--- config.mk ---
export PLATFORM = sky130hd
export DESIGN_NAME = irrigation_sequencer
export DESIGN_NICKNAME = d
export VERILOG_FILES = /design/src/rtl/irrigation_sequencer.sv
export SDC_FILE = /design/constraint.sdc
export NUM_CORES = 1
export LEC_CHECK = 0
export ABC_CLOCK_PERIOD_IN_PS = 2750
export CELL_PAD_IN_SITES_DETAIL_PLACEMENT = 1
export CELL_PAD_IN_SITES_GLOBAL_PLACEMENT = 1
export CORE_UTILIZATION = 41
export CTS_BUF_LIST = sky130_fd_sc_hd__clkbuf_4 sky130_fd_sc_hd__clkbuf_8
export CTS_CLUSTER_SIZE = 14
export DETAILED_ROUTE_END_ITERATION = 16
export PLACE_DENSITY_LB_ADDON = 0.1
export RECOVER_POWER = 100
export SYNTH_ARGS = -nofsm -noshare
export SYNTH_HDL_FRONTEND = slang
export SYNTH_SLANG_ARGS = --single-unit
--- constraint.sdc ---
create_clock -name clk -period 2.75 [get_ports clk]
set_input_delay 0.55 -clock clk [delete_from_list [all_inputs] [get_ports clk]]
set_output_delay 0.55 -clock clk [all_outputs]
set_load 0.05 [all_outputs]
--- src/rtl/irrigation_sequencer.sv ---
// Runs one watering cycle: loads the run time, counts it down in BCD and drives the valve.
// Ports: clk, clear_n, tick, start, mode, abort, sensors -> valves, status flags, BCD count, state.
module irrigation_sequencer #(
    parameter int SPRINKLER_MIN = 5,
    parameter int DRIP_MIN      = 9
) (
    input  logic       clk,
    input  logic       clear_n,
    input  logic       tick,
    input  logic       start,
    input  logic       mode,
    input  logic       abort,
    input  logic       water_low,
    input  logic       soil_wet,
    input  logic       rain,
    output logic       valve_sprinkler,
    output logic       valve_drip,
    output logic       busy,
    output logic       done,
    output logic       skipped,
    output logic       fault,
    output logic [3:0] min_bcd,
    output logic [2:0] sec_tens,
    output logic [3:0] sec_units,
    output logic [2:0] state
);

    typedef enum logic [2:0] {
        S_IDLE  = 3'd0,
        S_CHECK = 3'd1,
        S_RUN   = 3'd2,
        S_HOLD  = 3'd3,
        S_DONE  = 3'd4,
        S_FAULT = 3'd5
    } state_t;

    localparam logic [3:0] SPR_L  = 4'(SPRINKLER_MIN);
    localparam logic [3:0] DRIP_L = 4'(DRIP_MIN);

    state_t     state_q, state_d;
    logic       mode_q, mode_d;
    logic       skipped_q, skipped_d;
    logic [3:0] min_q, min_d;
    logic [2:0] tens_q, tens_d;
    logic [3:0] units_q, units_d;
    logic       vs_q, vs_d;
    logic       vd_q, vd_d;

    logic       cnt_zero;
    logic       cnt_one;

    assign cnt_zero = (min_q == 4'd0) && (tens_q == 3'd0) && (units_q == 4'd0);
    assign cnt_one  = (min_q == 4'd0) && (tens_q == 3'd0) && (units_q == 4'd1);

    always_comb begin
        state_d   = state_q;
        mode_d    = mode_q;
        skipped_d = skipped_q;
        min_d     = min_q;
        tens_d    = tens_q;
        units_d   = units_q;

        unique case (state_q)
            S_IDLE: begin
                if (start) begin
                    state_d   = S_CHECK;
                    mode_d    = mode;
                    min_d     = mode ? DRIP_L : SPR_L;
                    tens_d    = 3'd0;
                    units_d   = 4'd0;
                    skipped_d = 1'b0;
                end
            end
            S_CHECK: begin
                if (abort) begin
                    state_d = S_IDLE;
                    min_d   = 4'd0;
                    tens_d  = 3'd0;
                    units_d = 4'd0;
                end else if (water_low) begin
                    state_d = S_FAULT;
                end else if (soil_wet || (rain && !mode_q)) begin
                    state_d   = S_DONE;
                    skipped_d = 1'b1;
                end else begin
                    state_d = S_RUN;
                end
            end
            S_RUN: begin
                if (abort) begin
                    state_d = S_IDLE;
                    min_d   = 4'd0;
                    tens_d  = 3'd0;
                    units_d = 4'd0;
                end else if (water_low) begin
                    state_d = S_FAULT;
                end else if (soil_wet) begin
                    state_d = S_DONE;
                end else if (rain && !mode_q) begin
                    state_d = S_HOLD;
                end else if (tick) begin
                    // 0:00 is never decremented; the last tick lands on DONE
                    if (cnt_zero) begin
                        state_d = S_DONE;
                    end else begin
                        if (units_q != 4'd0) begin
                            units_d = units_q - 4'd1;
                        end else begin
                            units_d = 4'd9;
                            if (tens_q != 3'd0) begin
                                tens_d = tens_q - 3'd1;
                            end else begin
                                tens_d = 3'd5;
                                min_d  = min_q - 4'd1;
                            end
                        end
                        if (cnt_one) begin
                            state_d = S_DONE;
                        end
                    end
                end
            end
            S_HOLD: begin
                if (abort) begin
                    state_d = S_IDLE;
                    min_d   = 4'd0;
                    tens_d  = 3'd0;
                    units_d = 4'd0;
                end else if (water_low) begin
                    state_d = S_FAULT;
                end else if (!rain) begin
                    state_d = S_RUN;
                end
            end
            S_DONE: begin
                state_d = S_IDLE;
            end
            S_FAULT: begin
                if (abort) begin
                    state_d = S_IDLE;
                    min_d   = 4'd0;
                    tens_d  = 3'd0;
                    units_d = 4'd0;
                end else if (start && !water_low) begin
                    state_d = S_IDLE;
                end
            end
            default: begin
                state_d = S_IDLE;
            end
        endcase

        // Valves follow the next state so they are registered yet aligned with RUN
        vs_d = (state_d == S_RUN) && !mode_d;
        vd_d = (state_d == S_RUN) && mode_d;
    end

    always_ff @(posedge clk or negedge clear_n) begin
        if (!clear_n) begin
            state_q   <= S_IDLE;
            mode_q    <= 1'b0;
            skipped_q <= 1'b0;
            min_q     <= 4'd0;
            tens_q    <= 3'd0;
            units_q   <= 4'd0;
            vs_q      <= 1'b0;
            vd_q      <= 1'b0;
        end else begin
            state_q   <= state_d;
            mode_q    <= mode_d;
            skipped_q <= skipped_d;
            min_q     <= min_d;
            tens_q    <= tens_d;
            units_q   <= units_d;
            vs_q      <= vs_d;
            vd_q      <= vd_d;
        end
    end

    assign valve_sprinkler = vs_q;
    assign valve_drip      = vd_q;
    assign busy            = (state_q == S_CHECK) || (state_q == S_RUN) ||
                             (state_q == S_HOLD);
    assign done            = (state_q == S_DONE);
    assign fault           = (state_q == S_FAULT);
    assign skipped         = skipped_q;
    assign min_bcd         = min_q;
    assign sec_tens        = tens_q;
    assign sec_units       = units_q;
    assign state           = state_q;

endmodule

== Yosys cells after proc, flatten, opt, wreduce, memory -nomap -nowiden ==
Index checks and enable logic that the tools add are counted.
Storage, ports and cells
  flip-flop bits (word level): 18
  input bits: 9
  output and inout bits: 20
Operators by class
  add/subtract/negate cells: 3
  equal/unequal tests: 19
  mux-type cells: 56
  reduce and logical (&&, ||, !) cells: 26
Operators with widths (count)
  3-bit two-way mux: 26
  4-bit two-way mux: 19
  4-bit case mux with 3 select lines: 2
  3-bit != test, second input constant: 7
  3-bit case mux with 5 select lines: 1
  10-bit AND reduction: 1
  3-bit by 2-bit equality test with 1-bit output, second input constant: 3
  3-bit case mux with 3 select lines: 1
  9-bit AND reduction: 1
  4-bit logical NOT: 2
  2-bit != test, second input constant: 4
  8-bit AND reduction: 1
  4-bit by 1-bit subtractor with 4-bit output, second input constant: 2
  1-bit logical AND: 7
  3-bit equality test, second input constant: 2
  3-bit logical NOT: 2
  1-bit two-way mux: 6
  3-bit nonzero test: 2
  5-bit AND reduction: 1
  4-bit by 1-bit equality test with 1-bit output, second input constant: 1
  4-bit nonzero test: 1
  3-bit by 1-bit equality test with 1-bit output, second input constant: 1
  1-bit logical NOT: 3
  1-bit logical OR: 3
  5 further kinds: 5

== Longest topological paths before layout ==
Gate-level depths: netlist of the first run.
  word-level depth: 13
  mapped depth: 7
  mapped depth without buffers: 7

== Worst setup path before layout of the first run ==
OpenSTA, ideal clock, no wires.
  path kind: reg2reg
  from: register units_q[0], in the netlist sec_units[0]
  to: register min_q[1], in the netlist min_bcd[1]
  arrival time: 2.042 ns
  path slack: 0.576 ns
  cell stages (with the launch flop): 8
  period minus slack after synthesis: 2.174 ns
  path through: dfrtp_1 -> inv_1 -> ha_1 -> nor3b_4 -> nand4_2 -> or3_1 -> a21oi_2 -> o32ai_1
Between the ends
  longest elaborated chain between the ends: 4
RTL lines
  start, declared: line 45  | logic [3:0] units_q, units_d;
  start signal, assigned: line 174  | units_q <= units_d;
  4-bit logical NOT: line 52  | assign cnt_zero = (min_q == 4'd0) && (tens_q == 3'd0) && (units_q == 4'd0);
  1-bit logical AND: line 52
  3-bit != test (no source line)
  10-bit AND reduction (no source line) *
  end signal, assigned: line 172  | min_q <= min_d;
  end, declared: line 43  | logic [3:0] min_q, min_d;
Every way passes the cells marked *; elsewhere a longest branch is shown, timed or not.
A chain may end at the register's enable or synchronous reset.

== Worst setup path in the final report of the first run ==
  from: register state_q[1], in the netlist state[1]
  to: output port fault
Between the ends
  longest elaborated chain between the ends: 1
RTL lines
  start, declared: line 40  | state_t state_q, state_d;
  start signal, assigned: line 169  | state_q <= state_d;
  3-bit equality test: line 185  | assign fault = (state_q == S_FAULT);
  end, declared: line 21  | output logic fault,
Every way passes these cells.

==> flow_metrics.tcl, run 1 <==
set metrics [dict create \
    final-hold-violation-count 0 \
    max-vdd-ir-drop_mv 0.575 \
    min_path_type "reg -> reg" \
    port_buffers 28 \
    grt_pass1_vias 1207 \
    nets 175 \
    start_kind "register" \
    htreeDepth 1 \
    cap_violations 0 \
    status "finished with violations" \
    dr.pass1.iters 10 \
    crit_arrival_ns 1.97 \
    die_height_um 56.7 \
    drt_wl_total_um 3270 \
    finalCritPeriodShare_pct 91.7 \
    root_buffer "clkbuf_4" \
    dieArea_um2 3210 \
    clock_sinks 18 \
    drv_slew 0 \
    ff2ff_path_depth 7 \
    power_leakage_nw 0.694 \
    hold_path_depth 2 \
    wire_per_inst_um 17.0 \
    syn_inst 132 \
    layout_common_cells "dlygate4sd3_1 (21), dfrtp_1 (18), nor2_1 (12)" \
    cp-end-kind "output port" \
    synth_area_um2 1220 \
    relSlewSlack_pct 40.5 \
    via_count 1152 \
    diodes 0 \
    drive_gt1_share_pct 8.07 \
    cts_hold_buf 0 \
    dp_worst_setup_slack_ns 0.237 \
    grt_overflow 0 \
    crit_chain "inv_1 -> and3_1 -> dlygate4sd3_1" \
    place.gp.congestion 0.753 \
    clkTransAtPathRegs_ns 0.11 \
    rows 19 \
    final_common_cell "dlygate4sd3_1" \
    path_class "reg -> out" \
    p_per_area_nw_per_um2 912 \
    finalSetupTns_ns 0 \
    crit_path_max_incr_delay_ns 0.87 \
    wl_met3_um 123 \
    grt_pass1_wl_um 5590 \
    place_hpwl_um 2480 \
    synth_edf_count 0 \
    wl_met2_um 1590 \
    num_io_pins 29 \
    cts_buffers 3 \
    ant_nets 0 \
    met1_length_um 1450 \
    post_cts_resized 0 \
    async_flop_share_pct 100 \
    cts_buffer_depth 2 \
    worstPathRequired_ns 2.20 \
    via_per_inst 6.00 \
    maxUsedRoutingLayer "met4" \
    synthFlopType "dfrtp_1" \
    postCtsSetupBuffers 0 \
    period_needed_ns 2.52 \
    antenna_found_initial 0 \
    rsz0062_at_grt "no" \
    ys_ff_latch 18 \
    whs_ns 0.512 \
    worstMarginPinSlew_ns 0.889 \
    drc 2 \
    fin_util_pct 54.4 \
    fin_skew_ns 0.00708 \
    fmax_mhz 396 \
    insertion_delay_ns 0.31 \
    drtIter0Drc 65 \
    seq_area_frac_synth_pct 36.8 \
    yosys_warnings 0 \
    avgSynthCellArea_um2 9.28 \
    area_growth_pct 24.5 \
    cts_tree "yes" \
    slowest_stage "dlygate4sd3_1" \
    failed_checks "design-rule violations" \
    track_usage_pct 22.5 \
    core-area_um2 2810 \
    start_util_pct 43.7 \
    setup_slack_ns 0.227 \
    syn_nets 145 \
    synth.distinct_cells 49 \
    grt_max_degree 19 \
    setup_viol 0 \
    fp.dieW_um 56.7 \
    critPathMaxFanout 11 \
]
## worst paths after layout
check	from	end	slack (ns)
max in group asynchronous	clear_n	skipped	1.41
min reg2reg	skipped	skipped	0.51
max reg2reg	sec_units[0]	min_bcd[0]	0.34
max	state[1]	fault	0.23
min	skipped	skipped	0.51
min in group asynchronous	clear_n	sec_tens[2]	0.80
## cell type report
type	instances	area, um^2
fill	330	1280
clock buffer	4	36.3
multi-input combinational	100	678
timing repair buffer	30	288
inverter	9	33.8
sequential	18	450
tap	31	38.8
## registers in the layout (all words and copies together), names as in the netlist
register         cells
valve_drip           1
valve_sprinkler      1
sec_units            4
state                3
mode_q               1
min_bcd              4
skipped              1
sec_tens             3
## cell usage after synthesis, types with 3 or more instances
| library cell | n | area (um^2) |
|---|---|---|
| a21oi_1 | 6 | 30.0 |
| a31oi_1 | 3 | 18.8 |
| dfrtp_1 | 18 | 450 |
| ha_1 | 4 | 50.1 |
| inv_1 | 9 | 33.8 |
| nand2_1 | 8 | 30.0 |
| nor2_1 | 12 | 45.0 |
| nor3_1 | 8 | 40.0 |
| nor3b_1 | 3 | 22.5 |
| o21ai_0 | 10 | 50.1 |
| o22a_1 | 3 | 26.3 |
## per-stage QoR
step / total power [mW] / cells / area (um^2)
global route: 1.47 / 192 / 1530
floorplan: 1.02 / 132 / 1220
detailed placement: 1.27 / 188 / 1520
global placement: 1.25 / 188 / 1520
finish: 1.39 / 192 / 1530
CTS: 1.45 / 192 / 1560
## critical path: cells and delay by family, from the launching register on
kind	cells	cell delay, ns
buf+inv	2	1.01
flops	1	0.50
simple gates	1	0.16
## cells by family (layout without fill, tap and decap cells)
| kind of cell | Yosys count | after routing | share of synthesized area, % |
|---|---|---|---|
| and+or+nand+nor | 51 | 51 | 24.7 |
| AOI/OAI and AO/OA | 44 | 44 | 27.7 |
| adders and majority gates | 4 | 4 | 4.09 |
| DFF | 18 | 18 | 36.8 |
| buffers and inverters | 14 | 43 | 5.82 |
| muxes | 1 | 1 | 0.919 |
## where the power goes
group          switching, mW  internal, mW
clock network         0.0920        0.0809
logic                  0.525         0.284
registers             0.0849         0.324
## metal layers
layer,GRT usage [%],vias up
li1,-,547
met1,29.2,565
met2,36.9,28
met3,3.46,12
met4,10.0,0
met5,0,-
(Power assumes the default switching activity.)
==> inputs of run 2 (changes only) <==
- GPL_TIMING_DRIVEN: not set -> 1
==> results of run 2 <==
Same layout as run 1: the final DEF is identical, and so are final timing and power.
